===== config.mk =====
export PLATFORM = sky130hd
export DESIGN_NAME = pixel_stream_out
export DESIGN_NICKNAME = d
export VERILOG_FILES = /design/src/rtl/pixel_stream_out.sv
export SDC_FILE = /design/constraint.sdc
export NUM_CORES = 1
export LEC_CHECK = 0
export CORE_AREA = 2 2 330 332
export DETAILED_ROUTE_END_ITERATION = 6
export DIE_AREA = 0 0 332 334
export PLACE_DENSITY = 0.42
export SLEW_MARGIN = 20
export SYNTH_ARGS = -nofsm -noshare
export SYNTH_HDL_FRONTEND = slang
export SYNTH_SLANG_ARGS = --single-unit

===== constraint.sdc =====
create_clock -name clk -period 7 [get_ports clk]
set_input_delay 1.75 -clock clk [delete_from_list [all_inputs] [get_ports clk]]
set_output_delay 1.75 -clock clk [all_outputs]
set_load 0.02 [all_outputs]

===== src/rtl/pixel_stream_out.sv =====
// pixel_stream_out: serialises a static pixel array (indices 0..SIZE) into a
// one-pixel-per-beat valid/ready stream with a last-beat marker and a
// one-cycle done pulse after the final transfer.
// Optional: define PIX_CHECKSUM_EN to add a 16-bit wrap-around frame checksum.
module pixel_stream_out #(
    parameter int SIZE   = 100,
    parameter int ADDR_W = 16
) (
    input  logic              clk,
    input  logic              rst,
    input  logic [7:0]        rgb_value [SIZE:0],
    input  logic              start,
    output logic [7:0]        pix_data,
    output logic              pix_valid,
    input  logic              pix_ready,
    output logic              pix_last,
    output logic [ADDR_W-1:0] pix_index,
    output logic              busy,
    output logic              done
`ifdef PIX_CHECKSUM_EN
    ,
    output logic [15:0]       checksum
`endif
);

    localparam logic [ADDR_W-1:0] LAST_IDX = ADDR_W'(SIZE);

    // The index register must be able to hold SIZE.
    generate
        if ((SIZE >> ADDR_W) != 0) begin : g_addr_chk
            $error("pixel_stream_out: ADDR_W too narrow for SIZE");
        end
    endgenerate

    typedef enum logic [1:0] {
        IDLE   = 2'd0,
        STREAM = 2'd1,
        DONE   = 2'd2
    } state_t;

    state_t            state, state_nxt;
    logic              xfer;
    logic              at_last;
    logic [ADDR_W-1:0] idx_nxt;
    logic [7:0]        data_nxt;

    assign xfer     = pix_valid && pix_ready;
    assign at_last  = (pix_index == LAST_IDX);
    assign idx_nxt  = pix_index + 1'b1;
    assign pix_last = pix_valid && at_last;

    // Select the pixel following the current one; a compare-mux keeps the
    // index width independent of the array depth.
    always_comb begin
        data_nxt = 8'h00;
        for (int i = 0; i <= SIZE; i++) begin
            if (idx_nxt == ADDR_W'(i)) data_nxt = rgb_value[i];
        end
    end

    // State register.
    always_ff @(posedge clk) begin
        if (rst) state <= IDLE;
        else     state <= state_nxt;
    end

    // Next-state logic: start only matters in IDLE; DONE lasts one cycle.
    always_comb begin
        state_nxt = state;
        case (state)
            IDLE:    if (start) state_nxt = STREAM;
            STREAM:  if (xfer && at_last) state_nxt = DONE;
            DONE:    state_nxt = IDLE;
            default: state_nxt = IDLE;
        endcase
    end

    // Registered stream outputs; valid is held until the beat is taken.
    always_ff @(posedge clk) begin
        if (rst) begin
            pix_data  <= 8'h00;
            pix_valid <= 1'b0;
            pix_index <= '0;
            busy      <= 1'b0;
            done      <= 1'b0;
        end else begin
            case (state)
                IDLE: begin
                    if (start) begin
                        pix_data  <= rgb_value[0];
                        pix_index <= '0;
                        pix_valid <= 1'b1;
                        busy      <= 1'b1;
                    end
                end
                STREAM: begin
                    if (xfer) begin
                        if (at_last) begin
                            pix_valid <= 1'b0;
                            busy      <= 1'b0;
                            done      <= 1'b1;
                        end else begin
                            pix_index <= idx_nxt;
                            pix_data  <= data_nxt;
                        end
                    end
                end
                DONE: begin
                    done <= 1'b0;
                end
                default: begin
                    pix_valid <= 1'b0;
                    busy      <= 1'b0;
                    done      <= 1'b0;
                end
            endcase
        end
    end

`ifdef PIX_CHECKSUM_EN
    // Frame checksum: cleared on accepted start, accumulates each transfer.
    always_ff @(posedge clk) begin
        if (rst)                        checksum <= 16'h0000;
        else if (state == IDLE && start) checksum <= 16'h0000;
        else if (state == STREAM && xfer) checksum <= checksum + 16'(pix_data);
    end
`endif

endmodule


==> out/qor.log <==
[die] area of the die 111000 um2
[power_and_ir_drop] power density over the cells 58.1 nW/um2
[status] status finished, final reports clean
[grt] first-pass GRT wire length 254000 um
[detailed_routing] number of search-and-repair iterations in the first detailed-routing pass 5
[detailed_routing] mean number of vias per cell 5.91
[timing] max-slew violations 0
[place] post-placement setup slack 1460 ps
[clocking] clk buf depth 2
[critical_path] crit end category flop
[timing] RSZ-0062 raised after global routing false
[timing] final count of hold timing violations 0
[worst_hold_path] startpoint of the worst hold path state[1]
[place] detailed placement HPWL 170000 um
[critical_path] critical-path cell with the highest stage delay sky130_fd_sc_hd__a41o_1
[grt] layer with the highest usage met2
[detailed_routing] total DRC errors in the routed layout 0
[detailed_routing] wire length per cell 48.3 um
[grt] global-route track usage on met1 45.0%
[synthesis] total nets after synthesis 2805
[grt] initial antenna violation count 60
[grt] via count of the first global-routing pass 23400
[timing] achievable frequency 168 MHz
[synthesis] Yosys warning count 0
[grt] total global routing track utilization 34.6%
[grt] GR Layer Usage met2 51.2%
[timing] aggregate negative setup slack 0 ps
[layout] share of layout cells above drive strength 1 8.51%
[synthesis] dominant combinational cell family by area after synthesis compound AO/OA/AOI/OAI gates
[die] die height 334 um
[layout] number of filler cells placed in the layout 12300
[die] placement row count 121
[critical_path] Reg-to-Reg Start pix_index[0]
[synthesis] flip-flop and latch count after synthesis 28
[power_and_ir_drop] IR Drop Worst-Case VDD 69.2 uV
[timing] part of the cycle the worst path needs 85.1%
[critical_path] Critical Path Start Type flop
[critical_path] endpoint arrival time on the critical path 6110 ps
[detailed_routing] vias after detailed routing 24800
[layout] leading cell type in the layout, fill and taps excluded sky130_fd_sc_hd__clkdlybuf4s50_1
[die] placeable core region 108000 um2
[clocking] Clock Latency Late Sink 310 ps
[timing] headroom to the max-slew limit 8.39%
[synthesis] mean area per synthesized cell 6.29 um2
[synthesis] number of instances in the synthesized netlist 1987
[place] GPL Wtd Cong 1.07
[grt] leftover overflow at the end of global routing 0
[synthesis] parity-gate share of the synthesized area counting xor and xnor cells 0.411%
[critical_path] worst reg2reg path depth 12
[synthesis] compound-cell area share of the yosys netlist 56.4%
[die] number of primary I/O pins 840
[die] Die X-Extent 332 um
[clocking] clock input transition at the sequential cells of the worst setup and hold paths 110 ps
[timing] clock skew 21.0 ps
[clocking] CTS tree yes
[layout] number of non-filler instances in the completed layout 4191
[timing] Slew @ Worst Pin 1370 ps
[synthesis] number of enable flip-flop cells after synthesis 0
[die] Initial Utilization 11.6%
[worst_hold_path] count of cells along the worst hold path 1
[synthesis] post-synthesis simple-gate area fraction 29.1%
[critical_path] Critical R2R Capture pix_data[2]
[critical_path] kind of critical path flop to flop
[place] PortBufs 839
[critical_path] most repeated library cell on the critical path sky130_fd_sc_hd__nor2_1
[synthesis] FFs w/ async S/R, synth 0%
[critical_path] maximum fanout along the worst path 21
[timing] post-layout minimum cycle time 5960 ps
[clocking] # resized after CTS 0
[synthesis] mux cell area share after synthesis 1.08%
[worst_hold_path] Min-Delay Path Class flop to flop
[detailed_routing] Iter 0 DRT Violations 3739
[clocking] clock buffer count from CTS 3
[timing] final setup fails 0
[clocking] master cell of the clock root buffer sky130_fd_sc_hd__clkbuf_16
[grt] GR met3 Demand/Resource 11.1%
[grt] largest net degree at the start of global routing 40
[clocking] post-CTS repair timing setup buffer count 0
[worst_hold_path] hold worst-path end done
[timing] final worst setup slack 1040 ps
[power_and_ir_drop] leakage power figure 7.63 nW
[critical_path] CP cell instances inv_1 -> ha_2 -> buf_4 -> nor4b_1 -> a41o_1 -> nor2_1 -> a22oi_1 -> nor2_1 -> a2111oi_0 -> a21oi_1 -> o41ai_1 -> a221oi_1
[critical_path] critical path required time 7150 ps
[layout] most used cells in the layout excluding fill and tap cells 839 x sky130_fd_sc_hd__clkdlybuf4s50_1, 217 x sky130_fd_sc_hd__nand2_1, 199 x sky130_fd_sc_hd__nor2_1, 188 x sky130_fd_sc_hd__a21oi_1, 154 x sky130_fd_sc_hd__o21ai_0
[place] dpl cells 4172
[detailed_routing] antenna-violating nets left 0
[synthesis] adder-cell share of the synthesized area 0.601%
[synthesis] fraction of the yosys area taken by sequential cells 4.49%
[critical_path] Largest stage delay, worst path 810 ps
[synthesis] most used flip-flop cell after synthesis sky130_fd_sc_hd__dfxtp_1
[run] reported max-cap violation count 0
[clocking] count of hold-fix buffers inserted at cts 0
[critical_path] setup slack on the worst flop-to-flop path 1040 ps
[synthesis] Yosys cell types 114
[clocking] number of sinks driven by the clock tree 28
[synthesis] Mapped Area 12500 um2
[layout] final net count 3582
[detailed_routing] final WL 202000 um
[layout] area growth from synthesis to layout 84.3%
[clocking] H-tree level count 1
final cells by class:
| type | instances | area, um2 | share of cell area, % |
|---|---|---|---|
| repair buffers | 965 | 9340 | 40.6 |
| diodes | 14 | 35.0 | 0.152 |
| clock buffers | 3 | 75.1 | 0.326 |
| flip-flops and latches | 28 | 561 | 2.43 |
| well taps | 1414 | 1770 | 7.68 |
| clock inverters | 1 | 30.0 | 0.130 |
| inverters | 18 | 67.6 | 0.293 |
| multi-input cells | 1748 | 11200 | 48.4 |
flip-flops by register name, indices dropped and copies added (netlist names):
signal and cells:
done 1, pix_data 8, busy 1, pix_index 16, state 2
routing by layer:
layer  part of all wire (%)  wire length (um)  up-vias
li1                       -                 -     9617
met2                     41             83400     2171
met3                     11             22300      485
met5                   0.24               490        -
met4                    5.9             11900       78
met1                     42             84200    12400
worst max-delay path: cells and delay by family, from the launching register on:
kind,cells,cell delay [ps]
AOI/OAI and AO/OA,6,2920
adders and majority gates,1,620
buffers and inverters,2,570
DFF,1,560
and+or+nand+nor,3,1120
cells by family (layout without fill, tap and decap cells):
group,after synthesis,in the layout
and+or+nand+nor,734,734
other,0,14
DFF,28,28
xor gates and xnor gates,5,5
adders and majority gates,6,6
buffers and inverters,211,987
AOI/OAI and AO/OA,992,992
muxes,11,11
how the worst max path moves through the flow:
stage / from / to / slack [ps] / depth (start not counted)
after floorplan: pix_index[0] / pix_last / 3290 / 6
after global placement: pix_ready / pix_data[7] / 1470 / 10
after detailed placement: pix_index[0] / pix_data[3] / 1460 / 13
after CTS: pix_index[0] / pix_data[3] / 1420 / 13
after global routing: pix_index[0] / pix_data[4] / 1050 / 14
final: pix_index[0] / pix_data[2] / 1040 / 12
cells in the mapped netlist (all sizes together), types with 22 or more instances:
library cell / n / area [um2]
o22ai: 103 / 651
nand3: 79 / 443
o211ai: 39 / 303
buf: 116 / 633
nand4: 30 / 221
nor3: 58 / 327
a22oi: 67 / 508
a21oi: 193 / 985
nor2: 207 / 780
a31oi: 30 / 188
nand2: 225 / 862
clkbuf: 77 / 294
a221oi: 61 / 534
a2111oi: 22 / 223
o21ai: 174 / 886
dfxtp: 28 / 561
a221o: 27 / 270
a211oi: 35 / 290
o221ai: 47 / 412
nor4: 30 / 251
through the flow:
stage	total power, mW	utilization [%]	hold WS, ps	instance area [um2]
6_report	1.34	21.4	521	23000
5_1_grt	1.35	21.3	542	23000
3_3_place_gp	1.11	21.2	509	22900
2_1_floorplan	0.329	-	448	12500
3_5_place_dp	1.10	21.2	495	22900
4_1_cts	1.32	21.3	515	23000
where the power goes:
part           internal (mW)  switching, mW  total (mW)
Sequential             0.167         0.0154       0.182
Clock                  0.115         0.0898       0.205
Combinational          0.493          0.458       0.950
Note: power is estimated with default switching activity, not from simulation.
